<file path="config.mk">
export PLATFORM = sky130hd
export DESIGN_NAME = axi_ooo_read_responder
export DESIGN_NICKNAME = d
export VERILOG_FILES = /design/src/rtl/ooo_resp_pkg.sv /design/src/rtl/ooo_resp_entry.sv /design/src/rtl/axi_ooo_read_responder.sv
export SDC_FILE = /design/constraint.sdc
export NUM_CORES = 1
export LEC_CHECK = 0
export BUFFER_PORTS_ARGS = -buffer_cell sky130_fd_sc_hd__clkbuf_2
export CAP_MARGIN = 20
export CORE_UTILIZATION = 45
export CTS_CLUSTER_DIAMETER = 60
export DETAILED_ROUTE_END_ITERATION = 8
export GPL_TIMING_DRIVEN = 1
export SLEW_MARGIN = 20
export SYNTH_ARGS = -nofsm -noshare
export SYNTH_HDL_FRONTEND = slang
export SYNTH_SLANG_ARGS = --single-unit
</file>
<file path="constraint.sdc">
create_clock -name clk -period 3 [get_ports clk]
set_clock_uncertainty 0.15 [all_clocks]
set_input_delay 0.6 -clock clk [delete_from_list [all_inputs] [get_ports clk]]
set_output_delay 0.6 -clock clk [all_outputs]
set_load 0.03 [all_outputs]
</file>
<file path="src/rtl/ooo_resp_pkg.sv">
// rtl/ooo_resp_pkg.sv - shared types and constants for the out-of-order read responder
package ooo_resp_pkg;

    localparam int ID_W    = 4;
    localparam int NUM_IDS = 16;
    localparam int LAT_W   = 8;

    typedef enum logic [1:0] {
        IDLE,
        WAIT,
        SENT
    } entry_state_e;

    // x^8 + x^6 + x^5 + x^4 + 1, taken from bits 7,5,4,3 of a left-shifting register
    localparam logic [7:0] LFSR_SEED = 8'hA5;
    localparam logic [7:0] LFSR_TAPS = 8'hB8;

    function automatic logic [7:0] lfsr_next(input logic [7:0] state);
        return {state[6:0], ^(state & LFSR_TAPS)};
    endfunction

endpackage

</file>
<file path="src/rtl/ooo_resp_entry.sv">
// rtl/ooo_resp_entry.sv - one per-ID outstanding-request entry with its latency counter
module ooo_resp_entry
    import ooo_resp_pkg::*;
(
    input  logic             clk,
    input  logic             rst_n,
    input  logic             i_ar_hs,
    input  logic [LAT_W-1:0] i_lat,
    input  logic             i_load,
    input  logic             i_r_hs,
    output logic             o_busy,
    output logic             o_eligible
);

    entry_state_e     r_state;
    entry_state_e     w_state_nxt;
    logic [LAT_W-1:0] r_cnt;
    logic [LAT_W-1:0] w_cnt_nxt;

    always_ff @(posedge clk or negedge rst_n) begin
        if (!rst_n) begin
            r_state <= IDLE;
            r_cnt   <= '0;
        end else begin
            r_state <= w_state_nxt;
            r_cnt   <= w_cnt_nxt;
        end
    end

    always_comb begin
        w_state_nxt = r_state;
        w_cnt_nxt   = r_cnt;
        case (r_state)
            IDLE: begin
                if (i_ar_hs) begin
                    w_state_nxt = WAIT;
                    w_cnt_nxt   = i_lat;
                end
            end
            WAIT: begin
                if (r_cnt != '0) begin
                    w_cnt_nxt = r_cnt - 1'b1;
                end
                // the picker only selects entries whose counter has reached zero
                if (i_load) begin
                    w_state_nxt = SENT;
                end
            end
            SENT: begin
                if (i_r_hs) begin
                    w_state_nxt = IDLE;
                end
            end
            default: begin
                w_state_nxt = IDLE;
            end
        endcase
    end

    assign o_busy     = (r_state != IDLE);
    assign o_eligible = (r_state == WAIT) && (r_cnt == '0);

endmodule

</file>
<file path="src/rtl/axi_ooo_read_responder.sv">
// rtl/axi_ooo_read_responder.sv - AXI-style read slave returning R beats out of order by ID latency
// Define OOO_RESP_LFSR_LAT_EN to draw latencies from an 8-bit LFSR instead of the ID formula.
module axi_ooo_read_responder
    import ooo_resp_pkg::*;
#(
    parameter int DATA_WIDTH = 8,
    parameter int LAT_BASE   = 2,
    parameter int LAT_STEP   = 1
) (
    input  logic                  clk,
    input  logic                  rst_n,
    input  logic [ID_W-1:0]       s_arid_i,
    input  logic                  s_arvalid_i,
    output logic                  s_arready_o,
    output logic [DATA_WIDTH-1:0] s_rdata_o,
    output logic [ID_W-1:0]       s_rid_o,
    output logic                  s_rvalid_o,
    input  logic                  s_rready_i
);

    logic [NUM_IDS-1:0]    w_busy;
    logic [NUM_IDS-1:0]    w_elig;
    logic                  w_ar_hs;
    logic                  w_r_hs;
    logic                  w_load;
    logic                  w_any;
    logic [ID_W-1:0]       w_pick;
    logic [LAT_W-1:0]      w_lat;

    logic                  r_rvalid;
    logic [ID_W-1:0]       r_rid;
    logic [DATA_WIDTH-1:0] r_rdata;

    assign s_arready_o = !w_busy[s_arid_i];
    assign w_ar_hs     = s_arvalid_i && s_arready_o;
    assign w_r_hs      = r_rvalid && s_rready_i;
    // refilling on the handshake cycle keeps back-to-back beats without a bubble
    assign w_load      = !r_rvalid || s_rready_i;

`ifdef OOO_RESP_LFSR_LAT_EN
    logic [7:0] r_lfsr;

    always_ff @(posedge clk or negedge rst_n) begin
        if (!rst_n) begin
            r_lfsr <= LFSR_SEED;
        end else if (w_ar_hs) begin
            r_lfsr <= lfsr_next(r_lfsr);
        end
    end

    assign w_lat = LAT_W'(LAT_BASE) + {4'b0000, r_lfsr[3:0]};
`else
    assign w_lat = LAT_W'(LAT_BASE)
                 + LAT_W'(LAT_STEP) * (LAT_W'(NUM_IDS - 1) - LAT_W'(s_arid_i));
`endif

    always_comb begin
        w_any  = 1'b0;
        w_pick = '0;
        for (int i = NUM_IDS - 1; i >= 0; i--) begin
            if (w_elig[i]) begin
                w_any  = 1'b1;
                w_pick = ID_W'(i);
            end
        end
    end

    for (genvar g = 0; g < NUM_IDS; g++) begin : g_entry
        ooo_resp_entry u_entry (
            .clk        (clk),
            .rst_n      (rst_n),
            .i_ar_hs    (w_ar_hs && (s_arid_i == ID_W'(g))),
            .i_lat      (w_lat),
            .i_load     (w_load && w_any && (w_pick == ID_W'(g))),
            .i_r_hs     (w_r_hs && (r_rid == ID_W'(g))),
            .o_busy     (w_busy[g]),
            .o_eligible (w_elig[g])
        );
    end

    always_ff @(posedge clk or negedge rst_n) begin
        if (!rst_n) begin
            r_rvalid <= 1'b0;
            r_rid    <= '0;
            r_rdata  <= '0;
        end else if (w_load) begin
            r_rvalid <= w_any;
            if (w_any) begin
                r_rid   <= w_pick;
                r_rdata <= {(DATA_WIDTH / 4){w_pick}};
            end
        end
    end

    assign s_rvalid_o = r_rvalid;
    assign s_rid_o    = r_rid;
    assign s_rdata_o  = r_rdata;

endmodule

</file>
==> results of run 1 <==
[placed cells by master, fill, tap and decap left out, types with 4 or more instances in the layout]
master / netlist / routed
sky130_fd_sc_hd__a211oi_1: 4 / 4
sky130_fd_sc_hd__a21o_1: 5 / 5
sky130_fd_sc_hd__a21oi_1: 58 / 58
sky130_fd_sc_hd__a22o_1: 9 / 9
sky130_fd_sc_hd__a22oi_1: 7 / 7
sky130_fd_sc_hd__a31oi_1: 7 / 7
sky130_fd_sc_hd__and3_1: 8 / 7
sky130_fd_sc_hd__buf_4: 8 / 67
sky130_fd_sc_hd__clkbuf_16: 0 / 17
sky130_fd_sc_hd__clkbuf_2: 0 / 19
sky130_fd_sc_hd__clkinvlp_4: 0 / 5
sky130_fd_sc_hd__dfrtp_1: 165 / 164
sky130_fd_sc_hd__ha_1: 23 / 23
sky130_fd_sc_hd__inv_1: 51 / 51
sky130_fd_sc_hd__inv_8: 0 / 6
sky130_fd_sc_hd__mux2i_1: 5 / 5
sky130_fd_sc_hd__nand2_1: 81 / 81
sky130_fd_sc_hd__nand2b_1: 32 / 32
sky130_fd_sc_hd__nand3_1: 21 / 21
sky130_fd_sc_hd__nand3b_1: 7 / 7
sky130_fd_sc_hd__nand4_1: 5 / 5
sky130_fd_sc_hd__nand4b_1: 4 / 4
sky130_fd_sc_hd__nor2_1: 171 / 171
sky130_fd_sc_hd__nor2b_1: 23 / 23
sky130_fd_sc_hd__nor3_1: 44 / 42
sky130_fd_sc_hd__nor3b_1: 17 / 16
sky130_fd_sc_hd__nor4_1: 26 / 25
sky130_fd_sc_hd__nor4b_1: 6 / 5
sky130_fd_sc_hd__o211ai_1: 5 / 5
sky130_fd_sc_hd__o21ai_0: 116 / 116
sky130_fd_sc_hd__o21ai_1: 6 / 6
sky130_fd_sc_hd__o21bai_1: 5 / 5
sky130_fd_sc_hd__o22a_1: 9 / 9
sky130_fd_sc_hd__o22ai_1: 8 / 8
sky130_fd_sc_hd__o31ai_1: 7 / 7
sky130_fd_sc_hd__or2_2: 6 / 6
sky130_fd_sc_hd__or3_1: 12 / 12
sky130_fd_sc_hd__or4_1: 8 / 8
sky130_fd_sc_hd__xnor2_1: 27 / 27
sky130_fd_sc_hd__xor2_1: 16 / 16
[routing by layer]
metal  vias up  track usage  routed length, um
met5         -            0                  0
met4         0       0.0760                464
met3        36       0.0581               1270
met2       184        0.379              11600
met1      4011        0.330              11900
li1       4133            -                  -
[state kept, by name, indices dropped and copies added, names as in the netlist]
name / cells
g_entry.u_entry.r_cnt: 128
s_rid_o: 3
s_rdata_o: 1
g_entry.u_entry.r_state: 32
s_rvalid_o: 1
[Yosys cell counts (9+ instances only)]
| master | number | share of area |
|---|---|---|
| sky130_fd_sc_hd__a21oi_1 | 58 | 0.030 |
| sky130_fd_sc_hd__a22o_1 | 9 | 0.0081 |
| sky130_fd_sc_hd__clkbuf_1 | 22 | 0.0085 |
| sky130_fd_sc_hd__dfrtp_1 | 165 | 0.42 |
| sky130_fd_sc_hd__ha_1 | 23 | 0.030 |
| sky130_fd_sc_hd__inv_1 | 51 | 0.020 |
| sky130_fd_sc_hd__nand2_1 | 81 | 0.031 |
| sky130_fd_sc_hd__nand2b_1 | 32 | 0.021 |
| sky130_fd_sc_hd__nand3_1 | 21 | 0.011 |
| sky130_fd_sc_hd__nor2_1 | 171 | 0.066 |
| sky130_fd_sc_hd__nor2b_1 | 23 | 0.015 |
| sky130_fd_sc_hd__nor3_1 | 44 | 0.023 |
| sky130_fd_sc_hd__nor3b_1 | 17 | 0.013 |
| sky130_fd_sc_hd__nor4_1 | 26 | 0.017 |
| sky130_fd_sc_hd__o21ai_0 | 116 | 0.060 |
| sky130_fd_sc_hd__o22a_1 | 9 | 0.0081 |
| sky130_fd_sc_hd__or3_1 | 12 | 0.0077 |
| sky130_fd_sc_hd__xnor2_1 | 27 | 0.024 |
| sky130_fd_sc_hd__xor2_1 | 16 | 0.014 |
[through the flow]
stage / hold slack (ns) / util / worst slack [ns] / power [mW]
5_1_grt: 0.364 / 0.528 / -0.00191 / 9.51
3_5_place_dp: 0.347 / 0.498 / 0.0990 / 6.64
2_1_floorplan: 0.154 / - / 0.259 / 5.75
6_report: 0.354 / 0.529 / 0.102 / 8.84
4_1_cts: 0.357 / 0.526 / 0.00421 / 8.88
3_3_place_gp: 0.338 / 0.498 / 0.153 / 6.57
[power groups by stage]
stage	clock (mW)	sequential [mW]	combinational (mW)
floorplan	0	3.43	2.32
global placement	0	3.58	2.99
detailed placement	0	3.58	3.06
CTS	2.26	3.55	3.07
global route	2.36	3.67	3.48
finish	2.21	3.56	3.07
[worst register-to-register path: cells and delay by family, from the launching register on]
| kind | cells | cell delay, ns |
|---|---|---|
| AO/OA/AOI/OAI | 4 | 0.78 |
| AND/OR/NAND/NOR | 3 | 1.37 |
| flip-flops | 1 | 0.41 |
[layout make-up]
class / instances / area [um^2] / area share
Sequential cell: 165 / 4130 / 0.371
Clock inverter: 15 / 161 / 0.0145
Antenna cell: 1 / 2.50 / 0.000225
Clock buffer: 17 / 425 / 0.0382
Timing Repair Buffer: 90 / 651 / 0.0584
Multi-Input combinational cell: 860 / 5240 / 0.470
Inverter: 51 / 191 / 0.0172
Tap cell: 275 / 344 / 0.0309
[path summary, 6_finish.rpt]
| path | from | endpoint | slack (ns) | cells after the start |
|---|---|---|---|---|
| min in group asynchronous | rst_n | g_entry[10].u_entry.r_cnt[6]$_DFFE_PN0P_ | 0.51 | 2 |
| max | g_entry[14].u_entry.r_state[0]$_DFFE_PN0P_ | s_arready_o | 0.10 | 5 |
| max in group asynchronous | rst_n | g_entry[5].u_entry.r_cnt[5]$_DFFE_PN0P_ | 1.46 | 3 |
| max reg2reg | g_entry[12].u_entry.r_cnt[5]$_DFFE_PN0P_ | g_entry[6].u_entry.r_state[0]$_DFFE_PN0P_ | 0.16 | 7 |
| min | g_entry[8].u_entry.r_cnt[0]$_DFFE_PN0P_ | g_entry[8].u_entry.r_cnt[0]$_DFFE_PN0P_ | 0.35 | 1 |
| min reg2reg | g_entry[8].u_entry.r_cnt[0]$_DFFE_PN0P_ | g_entry[8].u_entry.r_cnt[0]$_DFFE_PN0P_ | 0.35 | 1 |
[cell families after synthesis]
kind of cell | count (synthesis)
xor+xnor | 43
mux | 11
flops | 165
fa+ha+maj | 23
compound gates | 276
simple gates | 507
buf+inv | 92
[what timing repair did]
item	CTS	global route
gates resized for setup	0	12
endpoints found under the setup margin	0	14
hold endpoints to repair	47	0
hold buffers	1	0
==> results.json, run 1 <==
{
  "prevailing_post_synth_register_cell": "sky130_fd_sc_hd__dfrtp_1",
  "ys_seq_area_frac": 0.424,
  "worst_path_largest_cell_delay_ns": 0.44,
  "grt_antenna_before_repair": 1,
  "number_of_global_route_vias_before_repair": 8061,
  "grt_util_all_layers": 0.242,
  "vdd_drop_max_mv": 0.486,
  "holdCritPathClass": "flip-flop to flip-flop",
  "ys_ff_latch": 165,
  "final.fill_count": 1966,
  "mappedNetlistArea_mm2": 0.00973,
  "gr-total-overflow": 0,
  "synth_compound_area_frac": 0.174,
  "finalSetupViolCount": 0,
  "final_net_count": 1216,
  "final_antenna_net_count": 0,
  "dpl.cell_count": 1440,
  "die_h_um": 149,
  "cts_tree": "done",
  "post_synth_xor_area_fraction": 0.0387,
  "synth_edf_count": 0,
  "power.density_mw_per_mm2": 793,
  "clk_pin_slew_worst_paths_ns": 0.07,
  "place.gp.congestion": 0.857,
  "proportion_of_layout_cells_with_a_drive_suffix_above_1": 0.142,
  "post-route-drc-count": 0,
  "grt_pass1_wl_um": 41700,
  "synth.yosys.warnings": 0,
  "cts_inserted_buffers": 17,
  "final_period_minus_worst_setup_slack_ns": 2.90,
  "swShare": 0.393,
  "synthesized_area_fraction_occupied_by_and_or_nand_nor_cells": 0.277,
  "critical_path.startpoint_type": "flip-flop",
  "std_cell_rows": 53,
  "fmax_mhz": 345,
  "flow.area_growth_from_synthesis_pct": 14.6,
  "grt_start_max_net_pins": 55,
  "synth_cell_types": 82,
  "die-width_um": 149,
  "category_of_the_most_critical_setup_path": "flip-flop to primary output",
  "wl_um": 25300,
  "timing.final.max_slew_violations": 0,
  "leakagePower_nw": 4.69,
  "clock_tree.root_cell": "sky130_fd_sc_hd__clkbuf_16",
  "setup-tns-final_ns": 0,
  "clkSinkCount": 165,
  "cts.path.max_buffers": 2,
  "combPwrFrac": 0.347,
  "placeableCoreArea_mm2": 0.0211,
  "post_synth_fa_ha_maj_area_fraction": 0.0296,
  "cell_internal_power_mw": 5.36,
  "synthCells": 1117,
  "vias_per_cell": 5.67,
  "number_of_vias_in_the_routed_layout": 8364,
  "buffer_ports.inserted": 21,
  "cp.arrival_ns": 2.15,
  "critical_path.cell_chain": "or3_1, a31o_2, a311oi_2, o31a_1, buf_6",
  "syn_avg_cell_area_um2": 8.71,
  "synthesis.nets": 1148,
  "drt_first_iter_violations": 539,
  "cts_post_setup_buffers_inserted": 0,
  "worstPathMaxFanout": 6,
  "seq_power_share": 0.403,
  "cts_max_level": 4,
  "worst_path_max_delay_cell": "sky130_fd_sc_hd__dfrtp_2",
  "final_cell_area_mm2": 0.0111,
  "synth.area.mux_share": 0.0156,
  "layout_worst_path_cycle_share": 0.966,
  "p_clk_frac": 0.250,
  "post_dp_cell_area_mm2": 0.0105,
  "critical_path_required_ns": 2.25,
  "die_area_mm2": 0.0222,
  "cp-end-kind": "primary output",
  "synth_top_family_by_area": "simple AND/OR/NAND/NOR gates",
  "transition_time_at_the_pin_with_the_least_slew_margin_ns": 0.623,
  "async_flop_share": 1.00,
  "fin_cells": 1474,
  "cp.buffers_inverters": 1,
  "hold_viol": 0,
  "worst_path_dominant_cell_family": "compound AO/OA/AOI/OAI gates",
  "maxSlewHeadroom": 0.581,
  "max_cap_violations": 0,
  "initial_utilization": 0.461,
  "detailedPlacementHpwl_um": 18800,
  "net-switching-power_mw": 3.48,
  "drtPass1Iterations": 5,
  "clock_latency_ns": 0.44,
  "routedWlPerCell_um": 17.1,
  "status": "complete, no violations",
  "ioPinCount": 22
}
Power figures use the tool's default switching activity.
==> run 2: changes to the inputs <==
--- a/config.mk
+++ b/config.mk
@@ -7,10 +7,12 @@
 export LEC_CHECK = 0
 export BUFFER_PORTS_ARGS = -buffer_cell sky130_fd_sc_hd__clkbuf_2
 export CAP_MARGIN = 20
+export CORE_ASPECT_RATIO = 1.4
 export CORE_UTILIZATION = 45
 export CTS_CLUSTER_DIAMETER = 60
 export DETAILED_ROUTE_END_ITERATION = 8
 export GPL_TIMING_DRIVEN = 1
+export RECOVER_POWER = 25
 export SLEW_MARGIN = 20
 export SYNTH_ARGS = -nofsm -noshare
 export SYNTH_HDL_FRONTEND = slang
==> constraint.sdc (replaced) <==
create_clock -name clk -period 3.4 [get_ports clk]
set_clock_uncertainty 0.15 [all_clocks]
set_input_delay 0.68 -clock clk [delete_from_list [all_inputs] [get_ports clk]]
set_output_delay 0.68 -clock clk [all_outputs]
set_load 0.03 [all_outputs]
==> results.json, run 2 (synthesis results as in run 1) <==
{
  "status": "complete, but fails checks",
  "failing_checks": "max-capacitance violations, max-slew violations",
  "area_used_by_multi_input_combinational_logic_mm2": 0.00521,
  "cp-end-kind": "primary output",
  "power.density_mw_per_mm2": 705,
  "clock_tree.root_cell": "sky130_fd_sc_hd__clkbuf_16",
  "clock_latency_ns": 0.44,
  "drt_first_iter_violations": 574,
  "setup-tns-final_ns": 0,
  "cp.arrival_ns": 2.31,
  "dp_slack_ns": 0.253,
  "number_of_vias_in_the_routed_layout": 8356,
  "hold_viol": 0,
  "final.fill_count": 1946,
  "die_h_um": 176,
  "std_cell_rows": 63,
  "worstPathMaxFanout": 6,
  "placeableCoreArea_mm2": 0.0212,
  "cts_inserted_buffers": 17,
  "finalSetupViolCount": 0,
  "detailedPlacementHpwl_um": 18900,
  "initial_utilization": 0.459,
  "critical_path_required_ns": 2.57,
  "grt_start_max_net_pins": 53,
  "largest_register_ff_count": 128,
  "max_cap_violations": 1,
  "clk_pin_slew_worst_paths_ns": 0.07,
  "vias_per_cell": 5.82,
  "grt_pass1_wl_um": 42000,
  "rsz_0062_raised_after_global_routing": "false",
  "die-width_um": 126,
  "vdd_drop_max_mv": 0.405,
  "place.gp.congestion": 0.879,
  "maxSlewHeadroom": -0.600,
  "grt_util_all_layers": 0.243,
  "leakagePower_nw": 4.57,
  "layout.cells.most_common": "sky130_fd_sc_hd__nor2_1",
  "fmax_mhz": 319,
  "cts_max_level": 4,
  "holdCritPathClass": "flip-flop to flip-flop",
  "grt_antenna_before_repair": 1,
  "ioPinCount": 22,
  "final.setup.worst_slack_ns": 0.265,
  "category_of_the_most_critical_setup_path": "flip-flop to primary output",
  "routedWlPerCell_um": 17.7,
  "timing.final.max_slew_violations": 52,
  "final_net_count": 1192,
  "seqCellArea_mm2": 0.00413,
  "final_period_minus_worst_setup_slack_ns": 3.14,
  "flow.area_growth_from_synthesis_pct": 11.9,
  "drtPass1Iterations": 5,
  "wl_um": 25400,
  "post-route-drc-count": 0,
  "transition_time_at_the_pin_with_the_least_slew_margin_ns": 2.40,
  "layout_worst_path_cycle_share": 0.922,
  "largest_register": "g_entry.u_entry.r_cnt",
  "cts_tree": "done",
  "die_area_mm2": 0.0222,
  "gr-total-overflow": 0,
  "final_antenna_net_count": 0,
  "layout.cells.most_common_list": "sky130_fd_sc_hd__nor2_1, sky130_fd_sc_hd__dfrtp_1, sky130_fd_sc_hd__o21ai_0, sky130_fd_sc_hd__nand2_1, sky130_fd_sc_hd__a21oi_1",
  "buffer_ports.inserted": 21,
  "number_of_global_route_vias_before_repair": 8181,
  "critical_path.startpoint_type": "flip-flop",
  "cts.path.max_buffers": 2,
  "cts_hold_repair.buffers": 0,
  "reg2reg_depth": 7,
  "holdPathStages": 2,
  "clkSinkCount": 165,
  "proportion_of_layout_cells_with_a_drive_suffix_above_1": 0.118
}
## run 2: per-stage QoR
step           total power [mW]  instance area (um^2)  utilization  cells  hold slack [ns]
6_report                   7.68                 10900        0.513   1435            0.359
5_1_grt                    8.26                 10900        0.513   1434            0.375
4_1_cts                    7.72                 10900        0.513   1434           0.0544
3_5_place_dp               5.81                 10300        0.486   1402            0.344
3_3_place_gp               5.77                 10300        0.486   1402            0.334
2_1_floorplan              5.08                  9730            -   1117            0.234
## run 2: final cells by class
class                      count  share of cell area
sequential                   165               0.379
antenna                        1            0.000230
clock inverter                13              0.0114
tap                          260              0.0299
inverter                      51              0.0176
clock buffer                  19              0.0407
multi-input combinational    860               0.479
timing repair buffer          66              0.0422
## run 2: critical path, stage by stage, from the launching register on
cell and delay (ns):
sky130_fd_sc_hd__dfrtp_1 0.45, sky130_fd_sc_hd__or3_1 0.41, sky130_fd_sc_hd__a31o_2 0.26, sky130_fd_sc_hd__a311oi_1 0.29, sky130_fd_sc_hd__o31a_1 0.24, sky130_fd_sc_hd__clkbuf_2 0.22
## run 2: timing repair
| item | 4_1_cts | 5_1_grt |
|---|---|---|
| resized for setup | 0 | 1 |
| setup endpoints to repair | 0 | 2 |
| buffers inserted | 0 | 0 |
## run 2: report_power, final
group | switching [mW] | internal [mW] | total, mW
combinational | 1.54 | 1.11 | 2.65
clock | 0.843 | 1.04 | 1.88
sequential | 0.622 | 2.53 | 3.15
## run 2: final timing paths
| path | endpoint | slack (ns) | startpoint |
|---|---|---|---|
| min in group asynchronous | g_entry[10].u_entry.r_cnt[7]$_DFFE_PN0P_ | 0.97 | rst_n |
| worst min-delay path | g_entry[15].u_entry.r_cnt[4]$_DFFE_PN0P_ | 0.36 | g_entry[15].u_entry.r_cnt[4]$_DFFE_PN0P_ |
| worst max-delay path | s_arready_o | 0.26 | g_entry[14].u_entry.r_state[0]$_DFFE_PN0P_ |
| max in group asynchronous | g_entry[7].u_entry.r_cnt[4]$_DFFE_PN0P_ | 0.73 | rst_n |
| worst max register to register | g_entry[6].u_entry.r_state[0]$_DFFE_PN0P_ | 0.30 | g_entry[12].u_entry.r_cnt[4]$_DFFE_PN0P_ |
| worst min register to register | g_entry[15].u_entry.r_cnt[4]$_DFFE_PN0P_ | 0.36 | g_entry[15].u_entry.r_cnt[4]$_DFFE_PN0P_ |
## run 2: metal layers
| layer | wire [um] | vias up | track usage |
|---|---|---|---|
| met4 | 917 | 0 | 0.113 |
| met3 | 1140 | 56 | 0.0400 |
| met2 | 12300 | 201 | 0.407 |
| met5 | 0 | - | 0 |
| li1 | - | 4075 | - |
| met1 | 11100 | 4024 | 0.306 |
==> run 3: changes to the inputs <==
--- a/config.mk
+++ b/config.mk
@@ -7,13 +7,17 @@
 export LEC_CHECK = 0
 export BUFFER_PORTS_ARGS = -buffer_cell sky130_fd_sc_hd__clkbuf_2
 export CAP_MARGIN = 20
+export CELL_PAD_IN_SITES_DETAIL_PLACEMENT = 1
+export CELL_PAD_IN_SITES_GLOBAL_PLACEMENT = 1
 export CORE_ASPECT_RATIO = 1.4
 export CORE_UTILIZATION = 45
 export CTS_CLUSTER_DIAMETER = 60
 export DETAILED_ROUTE_END_ITERATION = 8
 export GPL_TIMING_DRIVEN = 1
+export PLACE_DENSITY_LB_ADDON = 0.1
 export RECOVER_POWER = 25
 export SLEW_MARGIN = 20
 export SYNTH_ARGS = -nofsm -noshare
 export SYNTH_HDL_FRONTEND = slang
 export SYNTH_SLANG_ARGS = --single-unit
+export TNS_END_PERCENT = 50
==> results.json, run 3 (synthesis results as in run 1) <==
{
  "largest_register_ff_count": 128,
  "post_dp_cell_area_mm2": 0.0103,
  "drtPass1Iterations": 5,
  "dp_slack_ns": 0.284,
  "grt_pass1_wl_um": 47000,
  "initial_utilization": 0.459,
  "critical_path.startpoint_type": "flip-flop",
  "vias_per_cell": 6.03,
  "final_period_minus_worst_setup_slack_ns": 3.23,
  "final_cell_area_mm2": 0.0108,
  "cts_max_level": 4,
  "timing.critical_path.from": "g_entry[4].u_entry.r_cnt[0]$_DFFE_PN0P_",
  "layout.cells.most_common_list": "sky130_fd_sc_hd__nor2_1, sky130_fd_sc_hd__dfrtp_1, sky130_fd_sc_hd__o21ai_0, sky130_fd_sc_hd__nand2_1, sky130_fd_sc_hd__a21oi_1",
  "wl_um": 28600,
  "std_cell_rows": 63,
  "cts_tree": "done",
  "largest_register": "g_entry.u_entry.r_cnt",
  "flow.area_growth_from_synthesis_pct": 11.4,
  "grt_antenna_before_repair": 0,
  "gr-total-overflow": 0,
  "layout.cells.most_common": "sky130_fd_sc_hd__nor2_1",
  "proportion_of_layout_cells_with_a_drive_suffix_above_1": 0.115,
  "hold_viol": 0,
  "fmax_mhz": 310,
  "rsz_0062_raised_after_global_routing": "true",
  "failing_checks": "max-capacitance violations, max-slew violations",
  "detailedPlacementHpwl_um": 21200,
  "seqCellArea_mm2": 0.00413,
  "final_net_count": 1188,
  "number_of_global_route_vias_before_repair": 8834,
  "number_of_vias_in_the_routed_layout": 8622,
  "clock_tree.root_cell": "sky130_fd_sc_hd__clkbuf_16",
  "routedWlPerCell_um": 20.0,
  "placeableCoreArea_mm2": 0.0212,
  "post_cts_resized": 0,
  "drt_first_iter_violations": 524,
  "max_cap_violations": 1,
  "critical_path_required_ns": 3.53,
  "antennaDiodeCount": 0,
  "die_h_um": 176,
  "worst_setup_path_endpoint": "g_entry[6].u_entry.r_state[0]$_DFFE_PN0P_",
  "regToRegStartpoint": "g_entry[4].u_entry.r_cnt[0]$_DFFE_PN0P_",
  "grt_start_max_net_pins": 62,
  "timing.final.max_slew_violations": 47,
  "worst_hold_slack_ns": 0.345,
  "clk_pin_slew_worst_paths_ns": 0.07,
  "worstPathMaxFanout": 7,
  "post-route-drc-count": 0,
  "reg2reg_depth": 8,
  "final.fill_count": 2473,
  "area_used_by_multi_input_combinational_logic_mm2": 0.00520,
  "cts_inserted_buffers": 17,
  "finalSetupViolCount": 0,
  "grt_util_all_layers": 0.272,
  "final.setup.worst_slack_ns": 0.173,
  "category_of_the_most_critical_setup_path": "flip-flop to flip-flop",
  "ioPinCount": 22,
  "cp.arrival_ns": 3.36,
  "vdd_drop_max_mv": 0.362,
  "die-width_um": 126,
  "status": "complete, but fails checks",
  "setup.reg_to_reg.worst_slack_ns": 0.17,
  "holdCritPathClass": "flip-flop to flip-flop",
  "reg2reg_to": "g_entry[6].u_entry.r_state[0]$_DFFE_PN0P_",
  "transition_time_at_the_pin_with_the_least_slew_margin_ns": 2.54,
  "clkSinkCount": 165,
  "buffer_ports.inserted": 21,
  "maxSlewHeadroom": -0.694,
  "cts.path.max_buffers": 2,
  "cp-end-kind": "flip-flop",
  "leakagePower_nw": 4.54,
  "power.density_mw_per_mm2": 720,
  "clock_latency_ns": 0.44,
  "place.gp.congestion": 0.877,
  "die_area_mm2": 0.0222,
  "layout_worst_path_cycle_share": 0.949,
  "final_antenna_net_count": 0
}
run 3: changes by cell type in the layout (fill, tap and decap cells not counted), moves of 2 or more:
cell	delta
sky130_fd_sc_hd__clkinv_4	+5
sky130_fd_sc_hd__buf_6	+2
sky130_fd_sc_hd__buf_4	-5
sky130_fd_sc_hd__inv_6	-4
run 3: what timing repair did:
action | in CTS | in global routing
endpoints found under the setup margin | 0 | 1
hold buffers | 0 | 0
buffers inserted | 0 | 0
run 3: layer usage:
layer / vias up / routed length, um / global-route usage / part of all wire
met2: 149 / 14300 / 0.462 / 0.50
met5: - / 0 / 0 / 0
met1: 4349 / 12500 / 0.342 / 0.44
met3: 57 / 913 / 0.0461 / 0.032
li1: 4067 / - / - / -
met4: 0 / 841 / 0.109 / 0.029
run 3: critical path: stages (launching register included):
cell                      delay [ns]
sky130_fd_sc_hd__dfrtp_1        0.41
sky130_fd_sc_hd__inv_1          0.07
sky130_fd_sc_hd__ha_1           0.17
sky130_fd_sc_hd__or3b_2         0.49
sky130_fd_sc_hd__nor3_1         0.54
sky130_fd_sc_hd__a221o_1        0.25
sky130_fd_sc_hd__a31o_1         0.28
sky130_fd_sc_hd__nor4b_1        0.51
sky130_fd_sc_hd__o22ai_1        0.20
run 3: how the worst min path moves through the flow:
stage | startpoint | endpoint | cells past startpoint
2_1_floorplan | rst_n | g_entry[0].u_entry.r_cnt[0]$_DFFE_PN0P_ | 0
5_1_grt | g_entry[1].u_entry.r_cnt[4]$_DFFE_PN0P_ | g_entry[1].u_entry.r_cnt[4]$_DFFE_PN0P_ | 1
3_3_place_gp | g_entry[1].u_entry.r_cnt[4]$_DFFE_PN0P_ | g_entry[1].u_entry.r_cnt[4]$_DFFE_PN0P_ | 1
4_1_cts | rst_n | g_entry[11].u_entry.r_cnt[0]$_DFFE_PN0P_ | 1
6_report | g_entry[8].u_entry.r_cnt[0]$_DFFE_PN0P_ | g_entry[8].u_entry.r_cnt[0]$_DFFE_PN0P_ | 1
3_5_place_dp | g_entry[1].u_entry.r_cnt[4]$_DFFE_PN0P_ | g_entry[1].u_entry.r_cnt[4]$_DFFE_PN0P_ | 1
run 3: stage by stage:
step / power (mW) / setup TNS (ns) / utilization / instances
after global routing: 8.36 / -0.0316 / 0.511 / 1430
after CTS: 7.86 / 0 / 0.512 / 1430
final: 7.80 / 0 / 0.511 / 1430
after global placement: 5.81 / 0 / 0.485 / 1398
after detailed placement: 5.92 / 0 / 0.485 / 1398
after floorplan: 5.08 / 0 / - / 1117
run 3: report_power, final:
| part | internal (mW) | leakage, nW | total (mW) | switching (mW) |
|---|---|---|---|---|
| clock network | 1.03 | 0.272 | 1.90 | 0.867 |
| registers | 2.53 | 1.99 | 3.18 | 0.656 |
| logic | 1.10 | 2.29 | 2.72 | 1.61 |
run 3: cell type report:
cell class / instances / share of cell area
clock inverter: 14 / 0.0122
timing repair buffer: 62 / 0.0387
inverter: 51 / 0.0177
tap: 260 / 0.0300
multi-input combinational: 860 / 0.480
clock buffer: 18 / 0.0405
sequential: 165 / 0.381
